$ cat config.mk
export PLATFORM = sky130hd
export DESIGN_NAME = mult_arbiter
export DESIGN_NICKNAME = d
export VERILOG_FILES = /design/src/rtl/mult_arbiter.sv
export SDC_FILE = /design/constraint.sdc
export NUM_CORES = 2
export LEC_CHECK = 0
export BUFFER_PORTS_ARGS = -buffer_cell sky130_fd_sc_hd__buf_2
export CORE_MARGIN = 2
export CORE_UTILIZATION = 53
export DETAILED_ROUTE_END_ITERATION = 16
export GPL_TIMING_DRIVEN = 1
export PLACE_DENSITY = 0.75
export SLEW_MARGIN = 20
export SYNTH_ARGS = -nofsm -noshare
export SYNTH_HDL_FRONTEND = slang
export SYNTH_SLANG_ARGS = --single-unit
$ cat constraint.sdc
create_clock -name clock -period 10.2 [get_ports clock]
set_input_delay 3.06 -clock clock [delete_from_list [all_inputs] [get_ports clock]]
set_output_delay 3.06 -clock clock [all_outputs]
set_load 0.02 [all_outputs]
$ cat src/rtl/mult_arbiter.sv
// Round-robin sharing of one signed fixed-point multiply/dequantize unit among NUM_REQ operand FIFO pairs.
// Optional MULT_ARB_PRIO0_EN: requester 0 gets fixed top priority; 1..NUM_REQ-1 round-robin among themselves.
module mult_arbiter #(
    parameter int NUM_REQ   = 4,
    parameter int DATA_SIZE = 32,
    parameter int BITS      = 10
) (
    input  logic                           clock,
    input  logic                           reset,
    input  logic [NUM_REQ-1:0]             x_empty,
    input  logic [NUM_REQ-1:0]             y_empty,
    output logic [NUM_REQ-1:0]             x_rd_en,
    output logic [NUM_REQ-1:0]             y_rd_en,
    input  logic [NUM_REQ*DATA_SIZE-1:0]   x_din,
    input  logic [NUM_REQ*DATA_SIZE-1:0]   y_din,
    input  logic [NUM_REQ-1:0]             out_full,
    output logic [NUM_REQ-1:0]             out_wr_en,
    output logic [DATA_SIZE-1:0]           dout,
    output logic [$clog2(NUM_REQ)-1:0]     grant_id
);
    localparam int GW = $clog2(NUM_REQ);
    localparam int PW = 2 * DATA_SIZE;

    typedef enum logic {ARB, WRITE} state_t;

    state_t                state_q, state_d;
    logic [GW-1:0]         last_grant_q, last_grant_d;
    logic [GW-1:0]         grant_id_q, grant_id_d;
    logic signed [PW-1:0]  prod_q, prod_d;

    logic [NUM_REQ-1:0]    elig;
    logic [DATA_SIZE-1:0]  x_arr [NUM_REQ];
    logic [DATA_SIZE-1:0]  y_arr [NUM_REQ];
    logic [DATA_SIZE-1:0]  xs, ys;
    logic                  found;
    logic [GW-1:0]         g;
    int                    cand;

    assign elig = ~x_empty & ~y_empty;

    always_comb begin
        for (int i = 0; i < NUM_REQ; i++) begin
            x_arr[i] = x_din[i*DATA_SIZE +: DATA_SIZE];
            y_arr[i] = y_din[i*DATA_SIZE +: DATA_SIZE];
        end
    end

    // Winner search: first eligible requester after last_grant in cyclic order.
    always_comb begin
        found = 1'b0;
        g     = '0;
        cand  = 0;
`ifdef MULT_ARB_PRIO0_EN
        if (elig[0]) begin
            found = 1'b1;
        end else begin
            for (int k = 1; k < NUM_REQ; k++) begin
                cand = (int'(last_grant_q) + NUM_REQ - 2 + k) % (NUM_REQ - 1) + 1;
                if (!found && elig[GW'(cand)]) begin
                    found = 1'b1;
                    g     = GW'(cand);
                end
            end
        end
`else
        for (int k = 1; k <= NUM_REQ; k++) begin
            cand = (int'(last_grant_q) + k) % NUM_REQ;
            if (!found && elig[GW'(cand)]) begin
                found = 1'b1;
                g     = GW'(cand);
            end
        end
`endif
    end

    assign xs = x_arr[g];
    assign ys = y_arr[g];

    always_comb begin
        state_d      = state_q;
        last_grant_d = last_grant_q;
        grant_id_d   = grant_id_q;
        prod_d       = prod_q;
        x_rd_en      = '0;
        y_rd_en      = '0;
        out_wr_en    = '0;
        if (!reset) begin
            case (state_q)
                ARB: begin
                    if (found) begin
                        x_rd_en[g] = 1'b1;
                        y_rd_en[g] = 1'b1;
                        prod_d     = {{DATA_SIZE{xs[DATA_SIZE-1]}}, xs} *
                                     {{DATA_SIZE{ys[DATA_SIZE-1]}}, ys};
                        grant_id_d = g;
`ifdef MULT_ARB_PRIO0_EN
                        if (g != '0) last_grant_d = g;
`else
                        last_grant_d = g;
`endif
                        state_d    = WRITE;
                    end
                end
                WRITE: begin
                    // Head-of-line blocking: hold the product until its own result FIFO has room.
                    if (!out_full[grant_id_q]) begin
                        out_wr_en[grant_id_q] = 1'b1;
                        state_d               = ARB;
                    end
                end
                default: state_d = ARB;
            endcase
        end
    end

    always_ff @(posedge clock or posedge reset) begin
        if (reset) begin
            state_q      <= ARB;
            last_grant_q <= GW'(NUM_REQ - 1);
            grant_id_q   <= '0;
            prod_q       <= '0;
        end else begin
            state_q      <= state_d;
            last_grant_q <= last_grant_d;
            grant_id_q   <= grant_id_d;
            prod_q       <= prod_d;
        end
    end

    // prod only changes on a grant, so the shifted value also holds between writes.
    assign dout     = DATA_SIZE'(prod_q >>> BITS);
    assign grant_id = grant_id_q;

endmodule

==> insert_results.sql <==
INSERT INTO impl_metrics (metric_group, metric, value, unit) VALUES
('status', 'outcome', 'complete, but fails checks', ''),
('status', 'failed_checks', 'setup timing', ''),
('clock_tree', 'cts_made_buffers', '5', ''),
('clock_tree', 'numClockSinks', '37', ''),
('place', 'pre_cts_ws', '-1.61', 'ns'),
('setup_path', 'worst_endpoint_data_arrival_time', '11.62', 'ns'),
('layout', 'final_common_cell', 'sky130_fd_sc_hd__inv_1', ''),
('floorplanning', 'core_area', '52400', 'um^2'),
('setup_path', 'worst_setup_path_start_kind', 'input port', ''),
('synthesis', 'yosys_register_bits', '37', ''),
('clock_tree', 'cts_hold_buffers', '0', ''),
('routing', 'initialDrtViolationCount', '2329', ''),
('routing', 'residual_drc_count', '0', ''),
('layout', 'stdcell_count', '4740', ''),
('global_routing', 'grtUsageTotal', '41.8', '%'),
('floorplanning', 'die_width', '234', 'um'),
('global_routing', 'wire_length_of_the_first_global_routing_pass', '167000', 'um'),
('global_routing', 'grt_antenna_before_repair', '2', ''),
('layout', 'layout.cell_area.non_filler', '37000', 'um^2'),
('place', 'portBuffers', '315', ''),
('synthesis', 'synthTopCellsByArea', 'sky130_fd_sc_hd__fa_1 49%, sky130_fd_sc_hd__inv_1 9.6%, sky130_fd_sc_hd__nor2_1 7.0%, sky130_fd_sc_hd__ha_1 7.0%, sky130_fd_sc_hd__nand2_1 5.8%', ''),
('floorplanning', 'floorplan.rows', '84', ''),
('floorplanning', 'dieArea', '54800', 'um^2'),
('synthesis', 'synth_largest_area_cell', 'sky130_fd_sc_hd__fa_1', ''),
('setup_path', 'slowest_stage', 'sky130_fd_sc_hd__fa_1', ''),
('worst_hold_path', 'hp-class', 'register to register', ''),
('clock_tree', 'clk_latency', '0.36', 'ns'),
('clock_tree', 'cts_max_level', '2', ''),
('timing', 'clock_skew', '0.0341', 'ns'),
('layout', 'finalNetCount', '5171', ''),
('clock_tree', 'clk_pin_slew', '0.08', 'ns'),
('timing', 'tightest_slew', '0.744', 'ns'),
('synthesis', 'yosys.area.top_type_share', '49.5', '%'),
('synthesis', 'synth_ff_type', 'sky130_fd_sc_hd__dfrtp_1', ''),
('global_routing', 'grt_start_max_net_pins', '54', ''),
('clock_tree', 'clock-root-buffer', 'sky130_fd_sc_hd__clkbuf_16', ''),
('synthesis', 'synth_nets', '4399', ''),
('routing', 'routed_len_inst', '23.8', 'um'),
('layout', 'final_layout_size_suffix_gt1_share', '31.1', '%'),
('global_routing', 'grt_pass1_vias', '28400', ''),
('floorplanning', 'ioPinCount', '316', ''),
('timing', 'fin_ws', '-1.20', 'ns'),
('setup_path', 'worst-endpoint-required', '10.42', 'ns'),
('clock_tree', 'clock_path_buffers', '2', ''),
('place', 'place.gp.congestion', '1.05', ''),
('timing', 'rsz_0062_raised_after_global_routing', 'yes', ''),
('synthesis', 'synth.avg_cell_area', '8.56', 'um^2'),
('synthesis', 'share_of_flip_flops_with_an_asynchronous_set_or_reset', '100', '%'),
('setup_path', 'critical_path_start_end_classification', 'input port to register', ''),
('clock_tree', 'cts_tree', 'yes', ''),
('layout', 'number_of_filler_instances_in_the_final_layout', '3948', ''),
('routing', 'finalWirelength', '113000', 'um'),
('routing', 'vias', '26600', ''),
('synthesis', 'synth_area', '28100', 'um^2'),
('timing', 'post-route-period-util', '112', '%'),
('synthesis', 'yosysWarnings', '0', ''),
('synthesis', 'post_synth_inst_count', '3278', ''),
('synthesis', 'yosysSeqAreaShare', '3.31', '%'),
('place', 'detailedPlacementHpwl', '92600', 'um'),
('place', 'placedInstanceArea', '34600', 'um^2'),
('routing', 'drtAntennaViolNets', '0', ''),
('setup_path', 'cp_top_family', 'adder cells', ''),
('floorplanning', 'floorplan.initialDensity', '53.5', '%'),
('floorplanning', 'die-height', '234', 'um'),
('timing', 'setup-violations-final', '32', ''),
('setup_path', 'critical_path_endpoint_category', 'register', ''),
('setup_path', 'cp_num_buf_inv', '9', ''),
('synthesis', 'synth-edff-count', '0', ''),
('setup_path', 'worst-path-max-fanout', '8', ''),
('layout', 'layout-area-overhead-vs-synth', '31.7', '%'),
('flow_run', 'cap_violations', '0', '');
## sequential cells by signal (all words and copies together), names as in the netlist
register / flops
state_q: 1
grant_id: 2
prod_q: 32
last_grant_q: 2
## per-stage QoR
stage | util [%] | TNS (ns) | hold WS [ns]
finish | 70.5 | -19.70 | 0.482
global route | 70.5 | -25.75 | 0.519
CTS | 69.4 | -11.64 | 0.483
detailed placement | 66.0 | -32.25 | 0.469
global placement | 66.0 | -29.06 | 0.458
floorplan | - | -14.11 | 0.471
## timing repair
item,CTS,global route
setup endpoints to repair,32,32
cloned,4,2
buffers inserted,66,17
pin swaps,80,51
resized for setup,202,101
## layer usage
layer / GRT usage [%] / up-vias / share of wire (%)
li1: - / 11200 / -
met2: 66.4 / 1705 / 45
met1: 52.0 / 13200 / 36
met3: 9.75 / 389 / 11
met4: 25.5 / 0 / 8.1
met5: 0 / - / 0
## Yosys cell counts (all sizes together), types with 7 or more instances
master,n
nand4,7
o21ai,43
ha,157
fa,694
mux2i,69
a211oi,41
a31oi,37
a21o,25
xor2,20
nand2b,29
nor3,12
clkbuf,121
inv,720
buf,46
and3,43
nor2,530
xnor2,58
nand2,436
nand3,20
a31o,34
or2,20
a21oi,31
dfrtp,35
## kinds of logic after synthesis
kind of cell / count (synthesis) / synth area share, %
simple gates: 1106 / 16.1
compound gates: 241 / 6.21
flops: 37 / 3.31
fa+ha+maj: 851 / 56.5
buf+inv: 887 / 12.5
mux: 75 / 2.77
xor+xnor: 81 / 2.67
## path summary, 6_finish.rpt
path	from	endpoint	slack (ns)	depth (start not counted)
max	x_empty[2]	prod_q[40]$_DFFE_PP0P_	-1.20	37
min	prod_q[26]$_DFFE_PP0P_	prod_q[26]$_DFFE_PP0P_	0.48	2
max reg2reg	last_grant_q[1]$_DFFE_PP1P_	prod_q[40]$_DFFE_PP0P_	1.12	36
min reg2reg	prod_q[26]$_DFFE_PP0P_	prod_q[26]$_DFFE_PP0P_	0.48	2
max in group asynchronous	reset	prod_q[34]$_DFFE_PP0P_	6.72	3
min in group asynchronous	reset	state_q$_DFFE_PP0N_	2.94	3
## layout make-up
cell class                 instances  area share (%)
timing repair buffer             930            18.8
sequential                        37            2.51
inverter                         720            7.32
multi-input combinational       2356            68.5
clock buffer                       5           0.338
clock inverter                     3           0.125
antenna                            1         0.00677
tap                              688            2.33
## tightest hold or removal path: cells and delay by family, from the launching register on
family | cells | cell delay [ns]
simple gates | 1 | 0.05
flops | 1 | 0.34
compound gates | 1 | 0.06
Power is not shown: default switching activity piles up to over one toggle a cycle in this logic, so the estimate is an artifact.
